==> config.mk <==
export PLATFORM = sky130hd
export DESIGN_NAME = caliptra_prim_lc_sync_filt
export DESIGN_NICKNAME = d
export VERILOG_FILES = /design/src/rtl/lc_ctrl_pkg.sv /design/src/rtl/caliptra_prim_lc_sync_2flop.sv /design/src/rtl/caliptra_prim_sec_anchor_buf.sv /design/src/rtl/caliptra_prim_lc_sync_filt.sv
export SDC_FILE = /design/constraint.sdc
export NUM_CORES = 1
export LEC_CHECK = 0
export BUFFER_PORTS_ARGS = -buffer_cell sky130_fd_sc_hd__buf_2
export CORE_ASPECT_RATIO = 1.1
export CORE_MARGIN = 1.5
export CORE_UTILIZATION = 48
export CTS_BUF_LIST = sky130_fd_sc_hd__clkbuf_16
export CTS_CLUSTER_DIAMETER = 50
export DETAILED_ROUTE_END_ITERATION = 12
export PLACE_DENSITY_LB_ADDON = 0.1
export SYNTH_ARGS = -nofsm -noshare
export SYNTH_HDL_FRONTEND = slang
export SYNTH_SLANG_ARGS = --single-unit
==> constraint.sdc <==
create_clock -name clk_i -period 1.55 [get_ports clk_i]
set_input_delay 0.0775 -clock clk_i [delete_from_list [all_inputs] [get_ports clk_i]]
set_output_delay 0.0775 -clock clk_i [all_outputs]
set_load 0.02 [all_outputs]
==> src/rtl/lc_ctrl_pkg.sv <==
// Life-cycle multibit signal encodings shared by the lc sync/filter blocks.
package lc_ctrl_pkg;

  localparam int unsigned TxWidth = 4;

  typedef logic [TxWidth-1:0] lc_tx_t;

  // Complementary, non-adjacent encodings so single-bit upsets never map On<->Off.
  localparam lc_tx_t On  = 4'b0101;
  localparam lc_tx_t Off = 4'b1010;

  // True only for the two legal encodings; everything else is a fault.
  function automatic logic lc_tx_valid(lc_tx_t val);
    return (val == On) || (val == Off);
  endfunction

endpackage

==> src/rtl/caliptra_prim_lc_sync_2flop.sv <==
// Two-stage synchronizer for a multibit signal arriving from another clock domain.
module caliptra_prim_lc_sync_2flop #(
  parameter int unsigned      Width      = 4,
  parameter logic [Width-1:0] ResetValue = '0
) (
  input  logic             clk,
  input  logic             rst,
  input  logic [Width-1:0] d,
  output logic [Width-1:0] q
);

  logic [Width-1:0] sync1_q;
  logic [Width-1:0] sync2_q;

  // Both stages reset to the same value so reset never looks like an input change.
  always_ff @(posedge clk) begin
    if (rst) begin
      sync1_q <= ResetValue;
      sync2_q <= ResetValue;
    end else begin
      sync1_q <= d;
      sync2_q <= sync1_q;
    end
  end

  assign q = sync2_q;

endmodule

==> src/rtl/caliptra_prim_sec_anchor_buf.sv <==
// Buffer marking a net that implementation tools must keep and not merge.
module caliptra_prim_sec_anchor_buf #(
  parameter int unsigned Width = 1
) (
  input  logic [Width-1:0] din,
  output logic [Width-1:0] dout
);

  // Plain pass-through in RTL; the cell is swapped for a keep-buffer in implementation.
  assign dout = din;

endmodule

==> src/rtl/caliptra_prim_lc_sync_filt.sv <==
// Synchronizes a life-cycle multibit enable, then only accepts a value that has
// been stable for FiltCycles synchronized cycles. Invalid encodings fail safe to Off.
module caliptra_prim_lc_sync_filt
  import lc_ctrl_pkg::*;
#(
  parameter int unsigned NumCopies      = 1,
  parameter int unsigned FiltCycles     = 4,
  parameter bit          ResetValueIsOn = 1'b0
) (
  input  logic                   clk_i,
  input  logic                   rst_i,
  input  lc_tx_t                 lc_en_i,
  output lc_tx_t [NumCopies-1:0] lc_en_o,
  output logic                   err_o,
  output logic                   chg_o
);

  if (FiltCycles < 1) begin : gen_filt_cycles_chk
    $error("FiltCycles must be at least 1");
  end
  if (NumCopies < 1) begin : gen_num_copies_chk
    $error("NumCopies must be at least 1");
  end

  localparam lc_tx_t          ResetValue = ResetValueIsOn ? On : Off;
  localparam int unsigned     CntW       = $clog2(FiltCycles + 1);
  localparam logic [CntW-1:0] CntMax     = CntW'(FiltCycles - 1);

  typedef enum logic [1:0] {
    StIdle,
    StFilt,
    StErr
  } state_e;

  lc_tx_t          sync2;
  lc_tx_t          cand_q;
  lc_tx_t          acc_q;
  logic [CntW-1:0] cnt_q;
  state_e          state_q;
  logic            err_q;
  logic            chg_q;

  caliptra_prim_lc_sync_2flop #(
    .Width      (TxWidth),
    .ResetValue (ResetValue)
  ) u_sync (
    .clk (clk_i),
    .rst (rst_i),
    .d   (lc_en_i),
    .q   (sync2)
  );

  // Filter FSM: any mismatch restarts the count, so only a run of FiltCycles equal
  // samples is accepted. err/chg are registered alongside the accepted value.
  always_ff @(posedge clk_i) begin
    if (rst_i) begin
      state_q <= StIdle;
      cand_q  <= ResetValue;
      acc_q   <= ResetValue;
      cnt_q   <= '0;
      err_q   <= 1'b0;
      chg_q   <= 1'b0;
    end else begin
      chg_q <= 1'b0;
      if (sync2 != cand_q) begin
        cand_q  <= sync2;
        cnt_q   <= '0;
        state_q <= StFilt;
      end else if (state_q == StFilt) begin
        if (cnt_q != CntMax) begin
          cnt_q <= cnt_q + CntW'(1);
        end else if (lc_tx_valid(cand_q)) begin
          acc_q   <= cand_q;
          err_q   <= 1'b0;
          chg_q   <= (cand_q != acc_q);
          state_q <= StIdle;
        end else begin
          // Never pass an unknown encoding through; park on Off and flag it.
          acc_q   <= Off;
          err_q   <= 1'b1;
          chg_q   <= (acc_q != Off);
          state_q <= StErr;
        end
      end
    end
  end

  // Every output copy fans out from the single accepted-value register.
  for (genvar c = 0; c < NumCopies; c++) begin : gen_copies
    for (genvar b = 0; b < TxWidth; b++) begin : gen_bits
      caliptra_prim_sec_anchor_buf #(
        .Width (1)
      ) u_buf (
        .din  (acc_q[b]),
        .dout (lc_en_o[c][b])
      );
    end
  end

  assign err_o = err_q;
  assign chg_o = chg_q;

endmodule

# Word-level counts from Yosys, hierarchy flattened
# Cells that the tools add are included.
[op_classes]
bitwise_logic = 3
n_mux = 7
n_eq_ne = 8
n_reduce_logical = 8
n_addsub = 1
[ops]
columns = ["cell", "count"]
rows = [
  ["4-bit inequality test", 2],
  ["2-bit AND reduction", 3],
  ["1-bit 2-to-1 mux", 5],
  ["4-bit by 3-bit == test with 1-bit output (second input constant)", 1],
  ["4-bit == test (second input constant)", 1],
  ["4-bit 2-to-1 mux", 1],
  ["4-bit inequality test (second input constant)", 1],
  ["4-bit OR reduction", 1],
  ["3-bit by 1-bit adder with 3-bit output (second input constant)", 1],
  ["3-bit by 2-bit inequality test with 1-bit output (second input constant)", 1],
  ["1-bit inverter", 3],
  ["3-bit AND reduction", 1],
  ["2-bit by 1-bit == test with 1-bit output (second input constant)", 1],
  ["2-bit 2-to-1 mux", 1],
  ["2-bit inequality test (second input constant)", 1],
  ["2-bit nonzero test", 1],
  ["2-bit OR reduction", 1],
  ["1-bit logical OR", 1],
]
[totals]
regBits = 23
wordCells = 36
output_inout_bits = 6
inputBits = 6

# Longest topological paths before layout
[logic_depth]
depth_word = 6
mapped_depth = 6
depth_no_buf = 6

# By module
# A second synthesis with hierarchy kept.
[hier_totals]
cells_unflattened = 81
area_unflattened_um2 = 880.8
[by_module_without_submodules]
columns = ["module", "area_per_inst_um2", "n_inst", "cells_each", "seq_area_each_um2"]
rows = [
  ["caliptra_prim_lc_sync_filt", 640.6, 1, 61, 300.3],
  ["caliptra_prim_lc_sync_2flop", 210.2, 1, 16, 160.2],
  ["caliptra_prim_sec_anchor_buf", 7.5, 4, 1, 0.0],
]

# Worst setup path before layout
# OpenSTA, ideal clock, no wires.
[synth_timing]
path_kind = "register -> register"
startpoint = "reg cnt_q[0]"
endpoint = "reg acc_q[1]"
required_time_ns = 1.428
path_stages_with_launch = 7
n_path_buf = 0
t_arrival_ns = 1.397
path_slack_ns = 0.031
setup_ns = 0.122
period_less_slack_ns = 1.519
path_cell_list = "dfxtp_1 -> ha_1 -> ha_1 -> inv_1 -> nor3b_1 -> nand4_1 -> o31a_2"
[synth_via]
elab_chain_len = 3
[synth_rtl]
columns = ["item", "line_no", "text"]
rows = [
  ["from (decl)", "caliptra_prim_lc_sync_filt.sv:38", "logic [CntW-1:0] cnt_q;"],
  ["from (signal assigned)", "caliptra_prim_lc_sync_filt.sv:71", "cnt_q <= cnt_q + CntW'(1);"],
  ["3-bit by 2-bit inequality test with 1-bit output", "caliptra_prim_lc_sync_filt.sv:70", "if (cnt_q != CntMax) begin"],
  ["1-bit inverter (no line)", "-", ""],
  ["3-bit AND reduction (no line)", "-", ""],
  ["to (signal assigned)", "caliptra_prim_lc_sync_filt.sv:59", "acc_q <= ResetValue;"],
  ["to (signal assigned)", "caliptra_prim_lc_sync_filt.sv:73", "acc_q <= cand_q;"],
  ["to (decl)", "caliptra_prim_lc_sync_filt.sv:37", "lc_tx_t acc_q;"],
]
# Every way passes these cells.
# A chain may end at the register's enable or synchronous reset.

# Final worst setup path
# Same ends and word-level chain as after synthesis.

==> metrics.yaml <==
synth_cells: 82
die_h_um: 47.8
ant_nets: 0
p_leak_uw: 0.000427
synth_cell_types: 27
gr-usage-all-layers: 0.135
grt_pass1_vias: 492
highest_layer: "met4"
vias_per_cell: 5.17
critical_path_required_ns: 1.69
num_rows: 16
root_buffer: "clkbuf_16"
core-area_um2: 1740
final_cells: 113
netlist.area_leader.share: 0.526
arrival_ns: 1.62
cp-start-kind: "flop"
dp.final_hpwl_um: 858
end_kind: "flop"
hold_viol_final: 0
synthSimpleGateAreaFrac: 0.236
dp.cells: 107
drt_wl_total_um: 1270
pin_count: 12
via_count: 584
path_clk_slew_ns: 0.06
synthAdderAreaFrac: 0.0286
dr.pass1.iters: 2
fin_setup_tns_ns: 0
period_share: 0.953
yosysTopAreaCell: "dfxtp_1"
dieArea_um2: 2090
synthTopCellsByArea: "dfxtp_1 53%, nor2b_1 4.3%, or2_2 4.3%"
met3RoutedLength_um: 41
dpl_cell_area_um2: 927
routabilityCongestion: 0.796
min_period_ns: 1.48
grt_start_max_net_pins: 17
fmax_ghz: 0.677
avgSynthCellArea_um2: 10.7
cts_num_sinks: 23
grt_pass1_wl_um: 1940
synth_compound_area_frac: 0.0971
synth_xor_area_frac: 0.0500
final_area_um2: 1050
die_x_um: 43.7
drive_gt1_frac: 0.379
synth_top_family_by_area: "simple AND/OR/NAND/NOR gates"
initial_utilization: 0.503
wirelength_met1_um: 595
clk_latency_ns: 0.25
synthesis.area_um2: 876
numCtsBuffers: 3
htreeDepth: 1
layout_commonest_cell: "dfxtp_1"
ys_warn_count: 0
rsz0062_at_grt: "false"
layout.nets: 104
path_class: "reg -> reg"
cts_tree: "built"
port_buffers: 11
slew_headroom: 0.762
syn_nets: 90
drc_errors: 0
grt_overflow: 0
setup_viol: 0
synthMuxAreaShare: 0.0114
wl_per_cell_um: 11.3
max-vdd-ir-drop_v: 0.000759
drt-initial-drc-count: 3
diodes: 0
worstPathMaxFanout: 5
antenna_found_initial: 0
synth-seq-cells: 23
final_cell_mix: "21 x dfxtp_1, 11 x buf_2, 6 x nor2_1, 6 x or2_2, 6 x nor2b_1"
area_growth_pct: 19.6
slew_viol_final: 0
status: "finished, final reports clean"
maxCapViolCount: 0
cts_buffer_depth: 2
worst_hold_path_type: "in -> reg"
ys_seq_area_frac: 0.526
wl_met2_um: 594
fin_skew_ns: 0.00276
power_density_nw_per_um2: 1190
worstMarginPinSlew_ns: 0.356
[path summary, 6_finish.rpt]
path                            cells past startpoint         startpoint                end  slack, ns
worst max-delay path                                7           cnt_q[0]           acc_q[1]       0.07
worst min-delay path                                2         lc_en_i[1]  u_sync.sync1_q[1]      0.003
worst max register to register                      7           cnt_q[0]           acc_q[1]       0.07
worst min register to register                      1  u_sync.sync1_q[3]        u_sync.q[3]       0.41
[synth_stat cells]
| library cell | number |
|---|---|
| buf_4 | 4 |
| nor2b_1 | 6 |
| a31oi_1 | 1 |
| xnor2_1 | 1 |
| o211ai_1 | 1 |
| nor4_4 | 1 |
| xor2_1 | 4 |
| dfxtp_1 | 23 |
| inv_1 | 3 |
| nand2_1 | 5 |
| and2_4 | 1 |
| a21oi_1 | 3 |
| nor3b_1 | 1 |
| o31a_2 | 2 |
| nor4bb_1 | 1 |
| nor2_1 | 6 |
| nand4_1 | 1 |
| o21ai_0 | 3 |
| a211oi_2 | 1 |
| nor3b_2 | 1 |
| or2_2 | 6 |
| mux2i_1 | 1 |
| ha_1 | 2 |
| a31o_1 | 1 |
| clkbuf_1 | 1 |
| and4bb_2 | 1 |
| nand4bb_1 | 1 |
[per-stage QoR]
stage | total power [uW] | hold WS [ns] | util | setup slack (ns)
floorplan | 689 | 0.149 | - | 0.0308
global placement | 705 | 0.262 | 0.532 | 0.0552
detailed placement | 707 | 0.264 | 0.532 | 0.0249
CTS | 1260 | 0.000710 | 0.584 | 0.00237
global route | 1290 | 0.00419 | 0.601 | 0.0257
finish | 1250 | 0.00271 | 0.601 | 0.0730
[report_power, final]
part           leakage (uW)  internal (uW)  switching (uW)
combinational      0.000197           38.0            38.4
clock             0.0000409            347             205
sequential         0.000189            612            9.92
total              0.000427            996             253
[state kept, by name, summed over array words and instances (netlist names)]
register and cells:
u_sync.sync1_q 4, cnt_q 3, cand_q 4, err_o 1, u_sync.q 4, acc_q 4
chg_o 1, state_q 2
[final cells by class]
class	count	area, um^2
multi-input combinational	51	390
clock buffer	3	75.1
fill	154	694
sequential	23	463
tap	18	22.5
timing repair buffer	14	80.1
inverter	3	11.3
clock inverter	1	5.00
[repair_timing]
action	in CTS	in global routing
hold buffers	1	0
buffers inserted	0	1
endpoints found under the setup margin	0	6
endpoints found under the hold margin	1	0
gates resized for setup	0	7
[cells by family after synthesis]
kind of cell             after synthesis
AO/OA/AOI/OAI                         12
XOR/XNOR                               5
adder cells (fa/ha/maj)                2
buffers and inverters                  8
flip-flops                            23
multiplexers                           1
AND/OR/NAND/NOR                       31
[routing by layer]
layer	vias to the layer above	track usage
met5	-	0
met4	0	0.127
met3	5	0.0340
met2	12	0.215
met1	267	0.150
li1	300	-
[worst max-delay path, stage by stage, from the launching register on]
cell and delay [ns]:
dfxtp_2 0.33, ha_2 0.20, ha_4 0.16, inv_2 0.05, nor3b_2 0.04, buf_4 0.15, and2_4 0.17, o31a_2 0.27
Power figures use the tool's default switching activity.
